**src/rtl/seq_adder_pkg.sv**
```systemverilog
// Shared types and default sizing for the sequential chunked adder.
// Holds the controller state encoding and the default operand/chunk widths.
package seq_adder_pkg;

    typedef enum logic [1:0] {
        IDLE = 2'd0,
        RUN  = 2'd1,
        DONE = 2'd2
    } state_t;

    localparam int DEF_WIDTH = 16;
    localparam int DEF_CHUNK = 4;

endpackage

```
**src/rtl/rca_chunk.sv**
```systemverilog
// Combinational CHUNK-bit ripple-carry adder slice; zero latency, no flow control.
// Also exports the carry into its top bit so the caller can derive signed overflow.
module rca_chunk #(
    parameter int CHUNK = 4
) (
    input  logic [CHUNK-1:0] a,
    input  logic [CHUNK-1:0] b,
    input  logic             cin,
    output logic [CHUNK-1:0] sum,
    output logic             cout,
    output logic             msb_cin
);

    always_comb begin
        logic carry;
        carry   = cin;
        sum     = '0;
        msb_cin = 1'b0;
        for (int i = 0; i < CHUNK; i++) begin
            if (i == CHUNK - 1) begin
                msb_cin = carry;
            end
            sum[i] = a[i] ^ b[i] ^ carry;
            carry  = (a[i] & b[i]) | (carry & (a[i] ^ b[i]));
        end
        cout = carry;
    end

endmodule

```
**src/rtl/seq_chunk_adder.sv**
```systemverilog
// Sequential adder: WIDTH-bit sum computed CHUNK bits per cycle, result after WIDTH/CHUNK RUN edges.
// Valid/ready on both sides; a finished result is held until out_ready. SEQ_ADDER_OVF_EN adds ovf.
module seq_chunk_adder
    import seq_adder_pkg::*;
#(
    parameter int WIDTH = DEF_WIDTH,
    parameter int CHUNK = DEF_CHUNK
) (
    input  logic             clk,
    input  logic             rst,
    input  logic             in_valid,
    output logic             in_ready,
    input  logic [WIDTH-1:0] a,
    input  logic [WIDTH-1:0] b,
    input  logic             cin,
    output logic             out_valid,
    input  logic             out_ready,
    output logic [WIDTH-1:0] sum,
    output logic             cout
`ifdef SEQ_ADDER_OVF_EN
    ,
    output logic             ovf
`endif
);

    localparam int NCHUNK = WIDTH / CHUNK;
    localparam int CW     = (NCHUNK > 1) ? $clog2(NCHUNK) : 1;

    state_t          state, next_state;
    logic [CW-1:0]   cnt;
    logic [WIDTH-1:0] a_q, b_q, sum_q;
    logic            carry_q, cout_q, out_valid_q;
    logic [CHUNK-1:0] ch_a, ch_b, ch_sum;
    logic            ch_cout, ch_msb_cin;
    logic            last;

    assign last = (cnt == CW'(NCHUNK - 1));
    assign ch_a = a_q[int'(cnt)*CHUNK +: CHUNK];
    assign ch_b = b_q[int'(cnt)*CHUNK +: CHUNK];

    rca_chunk #(.CHUNK(CHUNK)) u_rca (
        .a       (ch_a),
        .b       (ch_b),
        .cin     (carry_q),
        .sum     (ch_sum),
        .cout    (ch_cout),
        .msb_cin (ch_msb_cin)
    );

    always_ff @(posedge clk) begin
        if (rst) state <= IDLE;
        else     state <= next_state;
    end

    always_comb begin
        next_state = state;
        case (state)
            IDLE:    if (in_valid)  next_state = RUN;
            RUN:     if (last)      next_state = DONE;
            DONE:    if (out_ready) next_state = IDLE;
            default:                next_state = IDLE;
        endcase
    end

    // Operands are sampled only in IDLE, so later input changes cannot disturb a running add.
    always_ff @(posedge clk) begin
        if (rst) begin
            cnt         <= '0;
            a_q         <= '0;
            b_q         <= '0;
            carry_q     <= 1'b0;
            sum_q       <= '0;
            cout_q      <= 1'b0;
            out_valid_q <= 1'b0;
        end else begin
            case (state)
                IDLE: begin
                    if (in_valid) begin
                        a_q     <= a;
                        b_q     <= b;
                        carry_q <= cin;
                        cnt     <= '0;
                    end
                end
                RUN: begin
                    sum_q[int'(cnt)*CHUNK +: CHUNK] <= ch_sum;
                    carry_q <= ch_cout;
                    cnt     <= cnt + CW'(1);
                    if (last) begin
                        cout_q      <= ch_cout;
                        out_valid_q <= 1'b1;
                    end
                end
                DONE: begin
                    if (out_ready) out_valid_q <= 1'b0;
                end
                default: ;
            endcase
        end
    end

`ifdef SEQ_ADDER_OVF_EN
    logic ovf_q;
    always_ff @(posedge clk) begin
        if (rst)                     ovf_q <= 1'b0;
        else if (state == RUN && last) ovf_q <= ch_msb_cin ^ ch_cout;
    end
    assign ovf = ovf_q;
`else
    logic unused_msb_cin;
    assign unused_msb_cin = ch_msb_cin;
`endif

    assign in_ready  = (state == IDLE);
    assign out_valid = out_valid_q;
    assign sum       = sum_q;
    assign cout      = cout_q;

endmodule

```
**config.mk**
```make
export PLATFORM = sky130hd
export DESIGN_NAME = seq_chunk_adder
export DESIGN_NICKNAME = d
export VERILOG_FILES = /design/src/rtl/seq_adder_pkg.sv /design/src/rtl/rca_chunk.sv /design/src/rtl/seq_chunk_adder.sv
export SDC_FILE = /design/constraint.sdc
export NUM_CORES = 1
export LEC_CHECK = 0
export BUFFER_PORTS_ARGS = -buffer_cell sky130_fd_sc_hd__buf_4
export CORE_MARGIN = 2
export CORE_UTILIZATION = 48
export DETAILED_ROUTE_END_ITERATION = 8
export PLACE_DENSITY = 0.79
export SLEW_MARGIN = 20
export SYNTH_ARGS = -nofsm -noshare
export SYNTH_HDL_FRONTEND = slang
export SYNTH_SLANG_ARGS = --single-unit
```
**constraint.sdc**
```tcl
create_clock -name clk -period 2.6 [get_ports clk]
set_input_delay 0.26 -clock clk [delete_from_list [all_inputs] [get_ports clk]]
set_output_delay 0.26 -clock clk [all_outputs]
set_load 0.03 [all_outputs]
```
==> results.toml, run 1 <==
[run_status]
outcome = "finished, violations left"
violations = "negative setup slack"

[sta]
slew_violations = 0
report.final.setup_viol = 4
skew_ps = 7.83
finalHoldWorstSlack_ps = 184
max_freq_ghz = 0.377
grt_setup_unrepaired = "true"
tightest_slew_ps = 574
worst_slack_ps = -49.5
hold_viol = 0
fin_setup_tns_ps = -171
period_needed_ps = 2650
relSlewSlack_pct = 61.7
period_share_pct = 102

[grt]
grt_first_pass_wirelength_um = 8340
grt_max_degree = 58
antenna_found_initial = 0
grt_use_total_pct = 17.8
grt_pass1_vias = 1863
grt_overflow = 0

[floorplanning]
io_pins = 56
dieArea_um2 = 5790
rows = 26
die_w_um = 76.1
die_h_um = 76.1
core_um2 = 5070
start_util_pct = 49.2

[clocking]
clockBufferDepth = 2
tritoncts = "done"
clockRootBuffer = "clkbuf_8"
cts_made_buffers = 5
h-tree-depth = 2
clk_latency_ps = 300
cts_sinks = 55
cts_hold_buffers = 0
clk_pin_slew_ps = 90

[finish]
layout_commonest_cell = "buf_4"
nets = 346
design_area_um2 = 3110
ff_latch_area_um2 = 1110
fill_cells = 442
antenna_cells = 0
area_growth_pct = 24.6
drive_gt1_share_pct = 30.0
multi_input_area_um2 = 1250
final_cell_mix = "64 x buf_4, 53 x dfxtp_1, 37 x nor2_1"

[logic_synthesis]
syn_inst = 244
synth-simple-area-share_pct = 17.2
syn_area_per_cell_um2 = 10.2
yosysWarnings = 0
synth_top_family_by_area = "multiplexers"
synth_flop_cell = "dfxtp_1"
synth_compound_area_share_pct = 5.11
synth-adder-area-share_pct = 6.22
synth_edf_count = 0
ys_seq_elements = 55
ys_async_sr_fraction_pct = 0
synth.area.mux_share_pct = 21.3
syn_nets = 291
synth-xor-area-share_pct = 0
synth.distinct_cells = 28
seq_area_frac_synth_pct = 44.1
syn_area_um2 = 2500

[drt]
first_pass_iters = 4
final_antenna_net_count = 0
vias = 1888
dr.first_iter.drc_count = 110
avgRoutedWirePerCell_um = 13.8
viasPerCell = 5.10
drc_errors = 0
routed_wl_um = 5110

[pwr]
peakVddDrop_mv = 0.385
finalPower_mw = 1.83
power_leakage_nw = 1.30
p_per_area_nw_per_um2 = 587

[worst_setup_path]
critical_path_class = "reg2reg"
critPathCaptureType = "register"
cp_max_fo = 4
r2r_slack_ps = -50
start_kind = "register"
arrival_ps = 2880
crit_required_ps = 2830

[placement]
post-place-ws_ps = -76.2
portBuffers = 55
hpwl_um = 3700
place_congestion = 0.809
dpl_cell_area_um2 = 2960

[flow_run]
drv_cap = 0

[hold_path]
hp-class = "in2reg"
-- final timing paths --
kind,endpoint,cells past startpoint,from
max reg2reg,sum[11],11,cnt[1]
min,a_q[1],3,a[1]
min reg2reg,sum[4],2,sum[4]
max,sum[11],11,cnt[1]
-- kinds of logic (layout without fill, tap and decap cells) --
family | Yosys count | after routing
AND/OR/NAND/NOR | 84 | 84
adder cells (fa/ha/maj) | 10 | 10
multiplexers | 43 | 43
AO/OA/AOI/OAI | 23 | 23
flip-flops | 55 | 55
buffers and inverters | 29 | 85
-- worst max-delay path, stage by stage (launching register included) --
cell and delay, ps:
dfxtp_2 350, mux4_2 500, inv_2 80, fa_1 170, inv_1 50, fa_2 340, inv_2 60, fa_2 190
inv_2 40, fa_2 570, nand4_1 110, a21oi_1 130
-- sequential cells by signal, summed over array words and instances (netlist names) --
| signal | cells |
|---|---|
| cnt | 2 |
| carry_q | 1 |
| a_q | 16 |
| b_q | 16 |
| out_valid | 1 |
| cout | 1 |
| state | 2 |
| sum | 16 |
-- timing repair --
action                     in CTS  in global routing
setup endpoints to repair       4                  5
resized for setup               7                  0
setup buffers                   1                  0
pin swaps                       5                  2
-- report_power, final --
group | leakage (nW) | switching, mW | total, mW | internal, mW
Combinational | 0.785 | 0.134 | 0.273 | 0.138
Clock | 0.0654 | 0.264 | 0.649 | 0.385
Sequential | 0.450 | 0.0239 | 0.904 | 0.880
Total | 1.30 | 0.422 | 1.83 | 1.40
-- Yosys cell counts, drive strengths merged (2+ instances only) --
cell    count  area, um^2
nand3b      7        52.6
nor3b       2        20.0
nand4       8        50.1
inv        13        48.8
mux4        8         180
fa          4        80.1
nor2       37         139
clkbuf      7        26.3
buf         9        77.6
mux2i      35         350
nand2      16        60.1
nor2b       4        25.0
o31ai       2        15.0
a21oi      18        90.1
dfxtp      55        1100
ha          6        75.1
nand4b      5        43.8
-- final cells by class --
| type | instances | share of cell area (%) |
|---|---|---|
| clock inverters | 2 | 1.93 |
| well taps | 70 | 2.82 |
| flip-flops and latches | 55 | 35.6 |
| repair buffers | 64 | 15.4 |
| inverters | 13 | 1.57 |
| clock buffers | 6 | 2.33 |
| multi-input cells | 160 | 40.3 |
-- stage by stage --
stage / util (%) / instances
after floorplan: - / 244
after global placement: 58.4 / 361
after detailed placement: 58.4 / 361
after CTS: 61.3 / 370
after global routing: 61.3 / 370
final: 61.3 / 370
-- metal layers --
metal	routed length [um]	up-vias	track usage (%)
met4	31	0	6.00
met5	0	-	0
met3	269	4	4.74
met1	2360	882	22.1
met2	2440	45	30.2
li1	-	957	-
Note: power is estimated with default switching activity, not from simulation.
==> run 2: changes to the inputs <==
--- a/config.mk
+++ b/config.mk
@@ -5,11 +5,11 @@
 export SDC_FILE = /design/constraint.sdc
 export NUM_CORES = 1
 export LEC_CHECK = 0
-export BUFFER_PORTS_ARGS = -buffer_cell sky130_fd_sc_hd__buf_4
+export BUFFER_PORTS_ARGS = -buffer_cell sky130_fd_sc_hd__buf_2
 export CORE_MARGIN = 2
 export CORE_UTILIZATION = 48
 export DETAILED_ROUTE_END_ITERATION = 8
-export PLACE_DENSITY = 0.79
+export PLACE_DENSITY = 0.75
 export SLEW_MARGIN = 20
 export SYNTH_ARGS = -nofsm -noshare
 export SYNTH_HDL_FRONTEND = slang
==> results.toml, run 2 (synthesized netlist as in run 1, its figures left out) <==
[sta]
report.final.setup_viol = 1
worst_slack_ps = -12.3
skew_ps = 8.50
relSlewSlack_pct = 65.7
hold_viol = 0
max_freq_ghz = 0.383
slew_violations = 0
grt_setup_unrepaired = "true"
period_share_pct = 100
tightest_slew_ps = 515
period_needed_ps = 2610

[clocking]
cts_hold_buffers = 0
clockRootBuffer = "clkbuf_8"
clk_latency_ps = 310
clockBufferDepth = 2
cts_made_buffers = 5
clk_pin_slew_ps = 100
cts_sinks = 55
tritoncts = "done"
h-tree-depth = 2

[run_status]
outcome = "finished, violations left"
violations = "negative setup slack"

[drt]
avgRoutedWirePerCell_um = 13.2
first_pass_iters = 4
final_antenna_net_count = 0
vias = 1890
met3_length_um = 231
drt-met1-wl_um = 2290
viasPerCell = 5.09
routed_wl_um = 4900
route.met2.wl_um = 2310
top_layer_used = "met4"
dr.first_iter.drc_count = 78
drc_errors = 0

[pwr]
power_leakage_nw = 1.27
p_clk_share_pct = 32.8
internal-power_mw = 1.29
peakVddDrop_mv = 0.442
p_per_area_nw_per_um2 = 580
p_sw_share_pct = 25.1
seq_power_share_pct = 52.4
combPwrFrac_pct = 14.9
switchingPower_mw = 0.433

[worst_setup_path]
timing.rr.start = "cnt[0]"
critPathCaptureType = "register"
crit_required_ps = 2840
r2r_slack_ps = -10
cp_max_fo = 4
reg2reg_to = "sum[11]"
start_kind = "register"
arrival_ps = 2860
ff2ff_path_depth = 11
critical_path_class = "reg2reg"
endpoint = "sum[11]"
crit_start = "cnt[0]"

[placement]
place_congestion = 0.805
post-place-ws_ps = -65.2
portBuffers = 55
hpwl_um = 3730
dpl_cell_area_um2 = 2840

[floorplanning]
rows = 26
core_um2 = 5070
dieArea_um2 = 5790
start_util_pct = 49.2
io_pins = 56
die_w_um = 76.1
die_h_um = 76.1

[finish]
area_growth_pct = 19.1
drive_gt1_share_pct = 30.6
antenna_cells = 0
design_area_um2 = 2970
nets = 347
final_cell_mix = "55 x buf_2, 53 x dfxtp_1, 37 x nor2_1"
fin_util_pct = 58.6
layout_commonest_cell = "buf_2"
fill_cells = 454

[flow_run]
drv_cap = 0

[grt]
grt_max_degree = 34
grt_use_total_pct = 17.3
grt_overflow = 0
grt_pass1_vias = 1788
antenna_found_initial = 0
grt_first_pass_wirelength_um = 8170

[hold_path]
hp-class = "in2reg"
==> run 2: cell types whose count changed in the layout (fill, tap and decap cells not counted), sizes merged <==
cell | previous run | this run
clkbuf | 6 | 5
bufinv | 2 | 1
buf | 64 | 65
clkinv | 0 | 2
==> run 2: final cells by class <==
| class | instances | area, um^2 | share of cell area (%) |
|---|---|---|---|
| inverter | 13 | 48.8 | 1.64 |
| clock inverter | 3 | 43.8 | 1.47 |
| multi-input combinational | 160 | 1250 | 42.2 |
| tap | 70 | 87.6 | 2.95 |
| clock buffer | 5 | 68.8 | 2.31 |
| timing repair buffer | 65 | 363 | 12.2 |
| sequential | 55 | 1110 | 37.2 |
==> run 2: repair_timing <==
item | CTS | global route
setup buffers | 1 | 1
endpoints found under the setup margin | 4 | 5
endpoints found under the hold margin | 0 | 0
pin swaps | 7 | 4
resized for setup | 6 | 1
==> run 2: power groups by stage <==
stage          clock network (mW)  logic (mW)  registers [mW]
6_report                    0.565       0.256           0.903
5_1_grt                     0.612       0.281           0.909
4_1_cts                     0.577       0.258           0.903
3_5_place_dp                    0       0.252           0.923
3_3_place_gp                    0       0.246           0.923
2_1_floorplan                   0       0.180           0.921
==> run 2: stage by stage <==
stage	hold WS, ps	total power, mW	cells	TNS [ps]
after floorplan	407	1.10	244	-252
after global placement	438	1.17	361	0
after detailed placement	444	1.17	361	-184
after CTS	171	1.74	370	-60.7
after global routing	176	1.80	371	-448
final	180	1.72	371	-12.3
==> run 2: worst min-delay path by stage <==
stage / from / to / depth (start not counted)
after global routing: b[11] / b_q[11] / 3
after floorplan: a[4] / a_q[4] / 2
after global placement: sum[6] / sum[6] / 2
after detailed placement: sum[9] / sum[9] / 2
final: a[10] / a_q[10] / 3
after CTS: b[11] / b_q[11] / 3
==> run 2: layer usage <==
layer	global-route usage, %	vias up
met4	6.91	0
li1	-	953
met2	27.3	51
met3	4.38	7
met5	0	-
met1	22.8	879
==> run 2: worst max-delay path: stages (launching register included) <==
cell and delay (ps):
dfxtp_4 370, mux4_2 500, inv_2 70, fa_1 150
inv_1 50, fa_2 330, inv_2 60, fa_2 180
inv_2 40, fa_2 560, nand4_1 90, a21oi_1 160
